### src/rtl/av_bridge_pkg.sv
// -----------------------------------------------------------------------------
// av_bridge_pkg
// Shared definitions for the Avalon-MM master bridge: the bridge FSM state
// type and the bit positions of the status and control registers.
// -----------------------------------------------------------------------------
package av_bridge_pkg;

    typedef enum logic [1:0] {
        ST_IDLE    = 2'd0,
        ST_WRITE   = 2'd1,
        ST_READ    = 2'd2,
        ST_CAPTURE = 2'd3
    } state_t;

    // status_q layout
    localparam int unsigned STAT_BUSY    = 0;
    localparam int unsigned STAT_EMPTY   = 1;
    localparam int unsigned STAT_TMO_ERR = 2;
    localparam int unsigned STAT_OVF_ERR = 3;
    localparam int unsigned STAT_AUTOINC = 4;
    localparam int unsigned STAT_CNT_LSB = 8;
    localparam int unsigned STAT_CNT_W   = 4;

    // ld_ctrl data layout
    localparam int unsigned CTRL_AUTOINC = 0;
    localparam int unsigned CTRL_CLR_ERR = 1;

endpackage

### src/rtl/av_wfifo.sv
// -----------------------------------------------------------------------------
// av_wfifo
// Synchronous posted-write FIFO. Push while full and pop while empty are
// ignored. Asynchronous active-low reset empties the FIFO.
//   i_clk, i_rst_n : clock, async active-low reset
//   i_push/i_wdata : write an entry
//   i_pop          : discard the head entry
//   o_rdata        : head entry (valid when !o_empty)
//   o_count        : number of stored entries (0..DEPTH)
//   o_full/o_empty : occupancy flags
// -----------------------------------------------------------------------------
module av_wfifo #(
    parameter int unsigned WIDTH = 48,
    parameter int unsigned DEPTH = 4
) (
    input  logic                     i_clk,
    input  logic                     i_rst_n,
    input  logic                     i_push,
    input  logic                     i_pop,
    input  logic [WIDTH-1:0]         i_wdata,
    output logic [WIDTH-1:0]         o_rdata,
    output logic [$clog2(DEPTH):0]   o_count,
    output logic                     o_full,
    output logic                     o_empty
);

    localparam int unsigned PTR_W = $clog2(DEPTH);

    logic [WIDTH-1:0] r_mem [DEPTH];
    logic [PTR_W-1:0] r_wptr;
    logic [PTR_W-1:0] r_rptr;
    logic [PTR_W:0]   r_count;
    logic             w_push;
    logic             w_pop;

    assign o_full  = (r_count == (PTR_W+1)'(DEPTH));
    assign o_empty = (r_count == '0);
    assign o_count = r_count;
    assign o_rdata = r_mem[r_rptr];

    assign w_push = i_push && !o_full;
    assign w_pop  = i_pop && !o_empty;

    always_ff @(posedge i_clk or negedge i_rst_n) begin
        if (!i_rst_n) begin
            r_wptr  <= '0;
            r_rptr  <= '0;
            r_count <= '0;
            for (int unsigned i = 0; i < DEPTH; i++) begin
                r_mem[i] <= '0;
            end
        end else begin
            if (w_push) begin
                r_mem[r_wptr] <= i_wdata;
                r_wptr        <= r_wptr + 1'b1;
            end
            if (w_pop) begin
                r_rptr <= r_rptr + 1'b1;
            end
            case ({w_push, w_pop})
                2'b10:   r_count <= r_count + 1'b1;
                2'b01:   r_count <= r_count - 1'b1;
                default: r_count <= r_count;
            endcase
        end
    end

endmodule

### src/rtl/av_mm_bridge.sv
// -----------------------------------------------------------------------------
// av_mm_bridge
// Avalon-MM master bridge between the MCU register file and the interconnect.
// Writes are posted through a FIFO; reads are ordered behind queued writes.
// Optional address auto-increment, waitrequest timeout with sticky errors.
//   sysclk, sysreset_n      : clock, async active-low reset
//   load_data               : MCU register-load bus
//   ld_ad_hi / ld_ad_lo     : load upper / lower address register
//   ld_wdata                : post {address, load_data} into the write FIFO
//   rd_trigger              : start an Avalon read at the current address
//   ld_ctrl                 : bit0 auto_inc, bit1 clear errors (W1C)
//   ad_hi_q, ad_lo_q        : address registers
//   rdata_q                 : last captured read data
//   status_q                : busy/empty/errors/auto_inc/fifo count
//   mcu_wait                : MCU stall (FIFO full or read outstanding)
//   av_*                    : Avalon-MM master interface
// -----------------------------------------------------------------------------
module av_mm_bridge
    import av_bridge_pkg::*;
#(
    parameter int unsigned DATA_W      = 16,
    parameter int unsigned ADDR_W      = 32,
    parameter int unsigned WFIFO_DEPTH = 4,
    parameter int unsigned ADDR_STEP   = 2,
    parameter int unsigned TIMEOUT     = 1023
) (
    input  logic                     sysclk,
    input  logic                     sysreset_n,
    input  logic [DATA_W-1:0]        load_data,
    input  logic                     ld_ad_hi,
    input  logic                     ld_ad_lo,
    input  logic                     ld_wdata,
    input  logic                     rd_trigger,
    input  logic                     ld_ctrl,
    output logic [ADDR_W-DATA_W-1:0] ad_hi_q,
    output logic [DATA_W-1:0]        ad_lo_q,
    output logic [DATA_W-1:0]        rdata_q,
    output logic [DATA_W-1:0]        status_q,
    output logic                     mcu_wait,
    output logic [ADDR_W-1:0]        av_address,
    output logic                     av_read,
    output logic                     av_write,
    output logic [DATA_W-1:0]        av_writedata,
    input  logic [DATA_W-1:0]        av_readdata,
    input  logic                     av_waitrequest
);

    localparam int unsigned HI_W  = ADDR_W - DATA_W;
    localparam int unsigned CNT_W = $clog2(WFIFO_DEPTH) + 1;
    localparam int unsigned TMO_W = (TIMEOUT > 1) ? $clog2(TIMEOUT) : 1;

    state_t              r_state;
    state_t              w_state_nxt;
    logic [HI_W-1:0]     r_ad_hi;
    logic [DATA_W-1:0]   r_ad_lo;
    logic [ADDR_W-1:0]   r_rd_addr;
    logic [DATA_W-1:0]   r_rdata;
    logic                r_rd_pending;
    logic                r_auto_inc;
    logic                r_tmo_err;
    logic                r_ovf_err;
    logic [TMO_W-1:0]    r_tmo_cnt;

    logic [ADDR_W-1:0]        w_addr;
    logic [ADDR_W-1:0]        w_addr_inc;
    logic                     w_push_ok;
    logic                     w_rd_ok;
    logic                     w_inc;
    logic                     w_pop;
    logic                     w_tmo_hit;
    logic                     w_tmo_abort;
    logic                     w_rd_done;
    logic                     w_rd_abort;
    logic                     w_av_read;
    logic                     w_av_write;
    logic [ADDR_W+DATA_W-1:0] w_head;
    logic [CNT_W-1:0]         w_count;
    logic                     w_full;
    logic                     w_empty;

    assign w_addr     = {r_ad_hi, r_ad_lo};
    assign w_addr_inc = w_addr + ADDR_W'(ADDR_STEP);
    assign w_push_ok  = ld_wdata && !w_full;
    assign w_rd_ok    = rd_trigger && !r_rd_pending;
    // Any address-register load in the same cycle suppresses the increment.
    assign w_inc      = r_auto_inc && (w_push_ok || w_rd_ok) && !(ld_ad_hi || ld_ad_lo);
    assign w_tmo_hit  = (TIMEOUT != 0) && av_waitrequest &&
                        (r_tmo_cnt == TMO_W'(TIMEOUT - 1));

    av_wfifo #(
        .WIDTH (ADDR_W + DATA_W),
        .DEPTH (WFIFO_DEPTH)
    ) u_wfifo (
        .i_clk   (sysclk),
        .i_rst_n (sysreset_n),
        .i_push  (w_push_ok),
        .i_pop   (w_pop),
        .i_wdata ({w_addr, load_data}),
        .o_rdata (w_head),
        .o_count (w_count),
        .o_full  (w_full),
        .o_empty (w_empty)
    );

    always_ff @(posedge sysclk or negedge sysreset_n) begin
        if (!sysreset_n) begin
            r_state <= ST_IDLE;
        end else begin
            r_state <= w_state_nxt;
        end
    end

    always_comb begin
        w_state_nxt = r_state;
        w_pop       = 1'b0;
        w_av_read   = 1'b0;
        w_av_write  = 1'b0;
        w_tmo_abort = 1'b0;
        w_rd_done   = 1'b0;
        w_rd_abort  = 1'b0;
        case (r_state)
            ST_IDLE: begin
                if (!w_empty) begin
                    w_state_nxt = ST_WRITE;
                end else if (r_rd_pending) begin
                    w_state_nxt = ST_READ;
                end
            end
            ST_WRITE: begin
                w_av_write = 1'b1;
                if (!av_waitrequest || w_tmo_hit) begin
                    w_pop       = 1'b1;
                    w_tmo_abort = av_waitrequest;
                    w_state_nxt = ((w_count > CNT_W'(1)) || w_push_ok) ? ST_WRITE : ST_IDLE;
                end
            end
            ST_READ: begin
                w_av_read = 1'b1;
                if (!av_waitrequest) begin
                    w_rd_done   = 1'b1;
                    w_state_nxt = ST_CAPTURE;
                end else if (w_tmo_hit) begin
                    w_rd_abort  = 1'b1;
                    w_tmo_abort = 1'b1;
                    w_state_nxt = ST_CAPTURE;
                end
            end
            ST_CAPTURE: begin
                w_state_nxt = ST_IDLE;
            end
            default: begin
                w_state_nxt = ST_IDLE;
            end
        endcase
    end

    // Timeout counter restarts on every state change and on every pop, so each
    // back-to-back write gets its own full waitrequest budget.
    always_ff @(posedge sysclk or negedge sysreset_n) begin
        if (!sysreset_n) begin
            r_tmo_cnt <= '0;
        end else if ((r_state != w_state_nxt) || w_pop) begin
            r_tmo_cnt <= '0;
        end else if ((r_state == ST_WRITE || r_state == ST_READ) && av_waitrequest) begin
            r_tmo_cnt <= r_tmo_cnt + 1'b1;
        end
    end

    always_ff @(posedge sysclk or negedge sysreset_n) begin
        if (!sysreset_n) begin
            r_ad_hi      <= '0;
            r_ad_lo      <= '0;
            r_rd_addr    <= '0;
            r_rdata      <= '0;
            r_rd_pending <= 1'b0;
            r_auto_inc   <= 1'b0;
            r_tmo_err    <= 1'b0;
            r_ovf_err    <= 1'b0;
        end else begin
            if (w_inc) begin
                {r_ad_hi, r_ad_lo} <= w_addr_inc;
            end
            if (ld_ad_lo) begin
                r_ad_lo <= load_data;
            end
            if (ld_ad_hi) begin
                r_ad_hi <= load_data[HI_W-1:0];
            end

            if (w_rd_ok) begin
                r_rd_pending <= 1'b1;
                r_rd_addr    <= w_addr;
            end else if (r_state == ST_CAPTURE) begin
                r_rd_pending <= 1'b0;
            end

            if (w_rd_done) begin
                r_rdata <= av_readdata;
            end else if (w_rd_abort) begin
                r_rdata <= '1;
            end

            if (ld_ctrl) begin
                r_auto_inc <= load_data[CTRL_AUTOINC];
            end

            // Setting an error wins over a same-cycle clear.
            if (w_tmo_abort) begin
                r_tmo_err <= 1'b1;
            end else if (ld_ctrl && load_data[CTRL_CLR_ERR]) begin
                r_tmo_err <= 1'b0;
            end

            if (ld_wdata && w_full) begin
                r_ovf_err <= 1'b1;
            end else if (ld_ctrl && load_data[CTRL_CLR_ERR]) begin
                r_ovf_err <= 1'b0;
            end
        end
    end

    always_comb begin
        status_q                                 = '0;
        status_q[STAT_BUSY]                      = (r_state != ST_IDLE) || !w_empty || r_rd_pending;
        status_q[STAT_EMPTY]                     = w_empty;
        status_q[STAT_TMO_ERR]                   = r_tmo_err;
        status_q[STAT_OVF_ERR]                   = r_ovf_err;
        status_q[STAT_AUTOINC]                   = r_auto_inc;
        status_q[STAT_CNT_LSB +: STAT_CNT_W]     = STAT_CNT_W'(w_count);
    end

    assign ad_hi_q      = r_ad_hi;
    assign ad_lo_q      = r_ad_lo;
    assign rdata_q      = r_rdata;
    assign mcu_wait     = w_full | r_rd_pending;
    assign av_read      = w_av_read;
    assign av_write     = w_av_write;
    assign av_address   = (r_state == ST_READ) ? r_rd_addr : w_head[ADDR_W+DATA_W-1 -: ADDR_W];
    assign av_writedata = w_head[DATA_W-1:0];

endmodule

### config.mk
export PLATFORM = sky130hd
export DESIGN_NAME = av_mm_bridge
export DESIGN_NICKNAME = d
export VERILOG_FILES = /design/src/rtl/av_bridge_pkg.sv /design/src/rtl/av_wfifo.sv /design/src/rtl/av_mm_bridge.sv
export SDC_FILE = /design/constraint.sdc
export NUM_CORES = 1
export LEC_CHECK = 0
export CELL_PAD_IN_SITES_DETAIL_PLACEMENT = 0
export CELL_PAD_IN_SITES_GLOBAL_PLACEMENT = 1
export CORE_ASPECT_RATIO = 0.8
export CORE_MARGIN = 3
export CORE_UTILIZATION = 45
export CTS_CLUSTER_DIAMETER = 150
export DETAILED_ROUTE_END_ITERATION = 16
export PLACE_DENSITY_LB_ADDON = 0.08
export SYNTH_ARGS = -nofsm -noshare
export SYNTH_HDL_FRONTEND = slang
export SYNTH_SLANG_ARGS = --single-unit
### constraint.sdc
create_clock -name sysclk -period 3.8 [get_ports sysclk]
set_input_delay 1.14 -clock sysclk [delete_from_list [all_inputs] [get_ports sysclk]]
set_output_delay 1.14 -clock sysclk [all_outputs]
set_load 0.1 [all_outputs]
---- Word level (Yosys, flattened, before mapping) ----
Index checks and enable logic that the tools add are counted.
cells by class
  $add $sub $neg .......................... 6
  multipliers ............................. 0
  divide/modulo/power cells ............... 0
  $lt $le $gt $ge ......................... 4
  eq/ne operators ......................... 8
  shifts and indexed selects .............. 0
  mux-type cells .......................... 39
  bitwise operators ....................... 3
  reductions and logical operators ........ 35
operators by type and width
  operator               count
  $bwmux 192             1
  $mux 48                3
  $bmux 48 s2            1
  $demux 48 s2           1
  $mux 16                6
  $add 32x2->32 const B  1
  $mux 32                1
  $mux 10                2
  $reduce_bool 2->1      9
  $mux 1                 16
  $logic_and 1x1->1      11
  $add 10x1->10 const B  1
  $eq 10x10->1 const B   1
  $mux 2                 5
  $logic_or 1x1->1       8
  $pmux 2 s4             1
  $eq 2x2->1 const B     3
  $ge 3x3->1 const B     2
  $not 2->3              2
  $pmux 3 s2             1
  $logic_not 1->1        5
  $add 2x1->2 const B    2
  $eq 2x1->1 const B     2
  $add 3x1->3 const B    1
  9 further kinds        9
word-level totals
  flip-flop bits (word level) ............. 295
  latch bits .............................. 0
  RAM bits ................................ 0
  ROM bits ................................ 0
  bits of input ports ..................... 40
  output and inout bits ................... 115
  memories ................................ 0

---- Longest topological paths before layout ----
  depth after elaboration ................. 10
  depth in mapped cells ................... 9
  mapped depth without buffers ............ 9

---- By module ----
A second synthesis with hierarchy kept.
unflattened totals
  cell total of the unflattened synthesis .. 962
  area, all modules ....................... 13,684.4 um^2
modules (own cells, without submodules)
  module        instances  cells an instance  area an instance (um^2)
  av_wfifo      1          503                8,683.3
  av_mm_bridge  1          459                5,001.0

---- Least setup slack after synthesis ----
No wires, ideal clock.
  path kind ............................... register -> output
  start point ............................. register r_state[0]
  end point ............................... output av_address[10]
  arrival ................................. 2,661 ps
  required time ........................... 2,660 ps
  setup slack ............................. -1 ps
  cell stages (with the launch flop) ...... 6
  buffers on the path ..................... 2
  path through ............................ dfrtp_1 -> inv_1 -> ha_1 -> buf_2 -> clkbuf_1 -> mux2_2
between the ends
  cells in the longest elaborated chain, start to end .. 2
RTL lines
  element                 line                 text
  start, declared         av_mm_bridge.sv:52   state_t r_state;
  start signal, assigned  av_mm_bridge.sv:109  r_state <= w_state_nxt;
  $eq 2x2->1              av_mm_bridge.sv:238  assign av_address = (r_state == ST_READ) ? r_rd_addr : w_head[ADDR_W+DATA_W-1 -: ADDR_W];
  $mux 32                 av_mm_bridge.sv:238
  end, declared           av_mm_bridge.sv:40   output logic [ADDR_W-1:0] av_address,
No other way between the ends.

---- Worst setup path in the final report ----
  start point ............................. register u_wfifo.r_rptr[0]
  end point ............................... output av_writedata[0]
between the ends
  cells in the longest elaborated chain, start to end .. 4
RTL lines
  element                                     line                text
  start, declared                             av_wfifo.sv:31      logic [PTR_W-1:0] r_rptr;
  start signal, assigned                      av_wfifo.sv:58      r_rptr <= r_rptr + 1'b1;
  $not 2->3 (not written as such)             av_wfifo.sv:39      assign o_rdata = r_mem[r_rptr];
  $bmux 48 s2                                 av_wfifo.sv:39
  $mux 48 (not written as such) (2 in a row)  av_wfifo.sv:39
  end, declared                               av_mm_bridge.sv:43  output logic [DATA_W-1:0] av_writedata,
No other way between the ends. The select of a mux whose other input is x is not followed.

==> out/qor.csv <==
metric,value,unit
Die Y,163,microns
max cap viols,0,
vias in the first global route,9013,
Hold Path Stages,2,
Sink Count,295,
CP Class,reg -> out,
largest area contributor in the netlist,dfrtp_1,
Yosys reg bits,295,
clk slew on worst S/H paths,60,ps
Max Freq,0.274,GHz
layout overhead on the synthesized area,21.4,%
worst reg2reg path depth,8,
type of origin of the critical path,flop,
Post-synth ARST share,100,%
synth unique cells,55,
top-area cell type share of the netlist area,53.6,%
Port Buffers,146,
Setup Buffers After CTS,0,
clk root buf,clkbuf_16,
Worst Clk Skew,12.1,ps
Initial Util,46.4,%
Die Area,32800,sq um
drt pass-1 iters,4,
Synth area leaders,"dfrtp_1 (54%), mux2_2 (18%), mux4_2 (7.8%)",
post_cts resized,0,
setup TNS,0,ps
clock buffer depth,3,
outcome,"finished, final reports clean",
Core Area,29700,sq um
relative slew slack,48.4,%
Synth warnings,0,
Vias,8794,
required time of the critical path,2660,ps
H-tree levels,1,
area of the mapped netlist,13800,sq um
Placer Congestion,0.819,
CP Max Fanout,21,
Num CTS Buffers,30,
largest net degree at the start of global routing,74,
CP Data Arrival Time,2500,ps
layout cells sized above 1,38.8,%
CTS tree,done,
nature of the critical path endpoint,output port,
gr ovfl total,0,
Wirelength per Cell,20.6,microns
total wire length,33500,microns
Die X-Extent,202,microns
Antenna diodes,0,
Main synth FF type,dfrtp_1,
reg2reg setup slack,1270,ps
site row count,56,
Worst Hold Class,reg -> reg,
reg2reg end,ad_hi_q[0],
"Avg Cell Area, Syn",12.8,sq um
Overall Global Routing Usage,20.7,%
RSZ-0062 raised after global routing,no,
DRC violations left,0,
fin crit period,3640,ps
initial antenna violation count,0,
Worst R2R Start,u_wfifo.o_count[0],
Syn Inst Count,1074,
global-route wire length before repair,53600,microns
Post-DP HPWL,22300,microns
count of flip-flops with a built-in enable after synthesis,0,
Worst-Skew Late Latency,540,ps
"commonest non-fill, non-tap cells in the layout","dfrtp_1 (293), mux2_2 (219), nand2_1 (147), buf_4 (98), mux4_2 (48)",
endpoints failing setup,0,
Final Max Slew Viols,0,
Via density,5.42,
Final Cycle Share,95.9,%
hold violation total from the final report,0,
post-synthesis sequential area ratio,53.6,%
fin nets,1252,
Initial DRC Count,471,
num ports,155,
Hold Buf Count CTS,0,
Final ANT Viol Nets,0,
Worst Tran Pin Value,774,ps
hold path start,r_rd_addr[14],
Hold Path End,r_rd_addr[14],
"commonest non-fill, non-tap cell in the layout",dfrtp_1,
state kept, by name, indices dropped and copies added, names as in the netlist:
| register | flops |
|---|---|
| u_wfifo.r_mem | 192 |
| r_rd_addr | 32 |
| ad_hi_q | 16 |
| ad_lo_q | 16 |
| rdata_q | 16 |
| r_tmo_cnt | 10 |
| u_wfifo.o_count | 3 |
| r_state | 2 |
| u_wfifo.r_rptr | 2 |
| u_wfifo.r_wptr | 2 |
| r_auto_inc | 1 |
| r_ovf_err | 1 |
| r_rd_pending | 1 |
| r_tmo_err | 1 |
cell type report:
class,count,area (sq um)
clock buffers,44,885
clock inverters,12,85.1
fillers,2541,13000
inverters,14,52.6
multi-input cells,679,5940
flip-flops and latches,295,7390
well taps,406,508
repair buffers,174,1870
layer usage:
metal / share of wire, % / wire, microns / track usage [%]
met3: 3.7 / 1250 / 2.78
met1: 49 / 16500 / 31.2
met4: 1.1 / 361 / 2.98
met2: 46 / 15400 / 33.2
met5: 0 / 0 / 0
kinds of logic after synthesis:
family                     Yosys count  synth area share (%)
DFF                                295                  53.6
muxes                              268                  25.8
and+or+nand+nor                    259                  8.55
buffers and inverters              107                  3.61
AOI/OAI and AO/OA                   96                  4.88
xor gates and xnor gates            30                  1.91
adders and majority gates           18                  1.63
other                                1                0.0272
synth_stat cells (2+ instances only):
cell	instances
dfrtp_1	295
nand2b_1	6
buf_2	35
clkbuf_1	34
nor3_1	4
ha_1	18
buf_1	8
o22a_1	17
o21ai_0	40
nand2_1	151
xor2_1	19
nand4_1	24
mux4_2	48
o211ai_1	7
o21ai_1	4
nor2_1	32
clkbuf_2	3
and2_1	5
a21oi_1	5
and3_1	7
o311ai_0	5
nand3b_1	4
a31oi_1	2
a32oi_1	3
buf_4	13
xnor2_1	11
nand3_1	16
mux2_2	219
inv_1	13
worst max-delay path by stage:
stage	start	end	slack (ps)	cells past startpoint
floorplan	r_state[0]	av_address[10]	320	5
global placement	ld_wdata	ad_hi_q[0]	490	7
detailed placement	ld_wdata	ad_hi_q[0]	480	7
CTS	u_wfifo.r_rptr[0]	av_writedata[0]	110	4
global route	u_wfifo.r_rptr[0]	av_writedata[0]	50	4
finish	u_wfifo.r_rptr[0]	av_writedata[0]	160	4
through the flow:
stage / cell area [sq um] / instances / utilization [%] / hold WS, ps / worst slack (ps)
2_1_floorplan: 13800 / 1081 / - / 440 / 320
3_3_place_gp: 15800 / 1568 / 53.1 / 452 / 494
3_5_place_dp: 15800 / 1568 / 53.1 / 458 / 483
4_1_cts: 16700 / 1624 / 56.3 / 473 / 112
5_1_grt: 16700 / 1624 / 56.3 / 501 / 53.2
6_report: 16700 / 1624 / 56.3 / 469 / 157
critical path: stages (launching register included):
cell and delay (ps):
dfrtp_4 430, buf_4 420, buf_4 290, mux4_2 550, buf_4 250
Power is left out: the tool's default activity adds up to more than one toggle a clock period on the data nets, which glitch-free logic cannot reach.
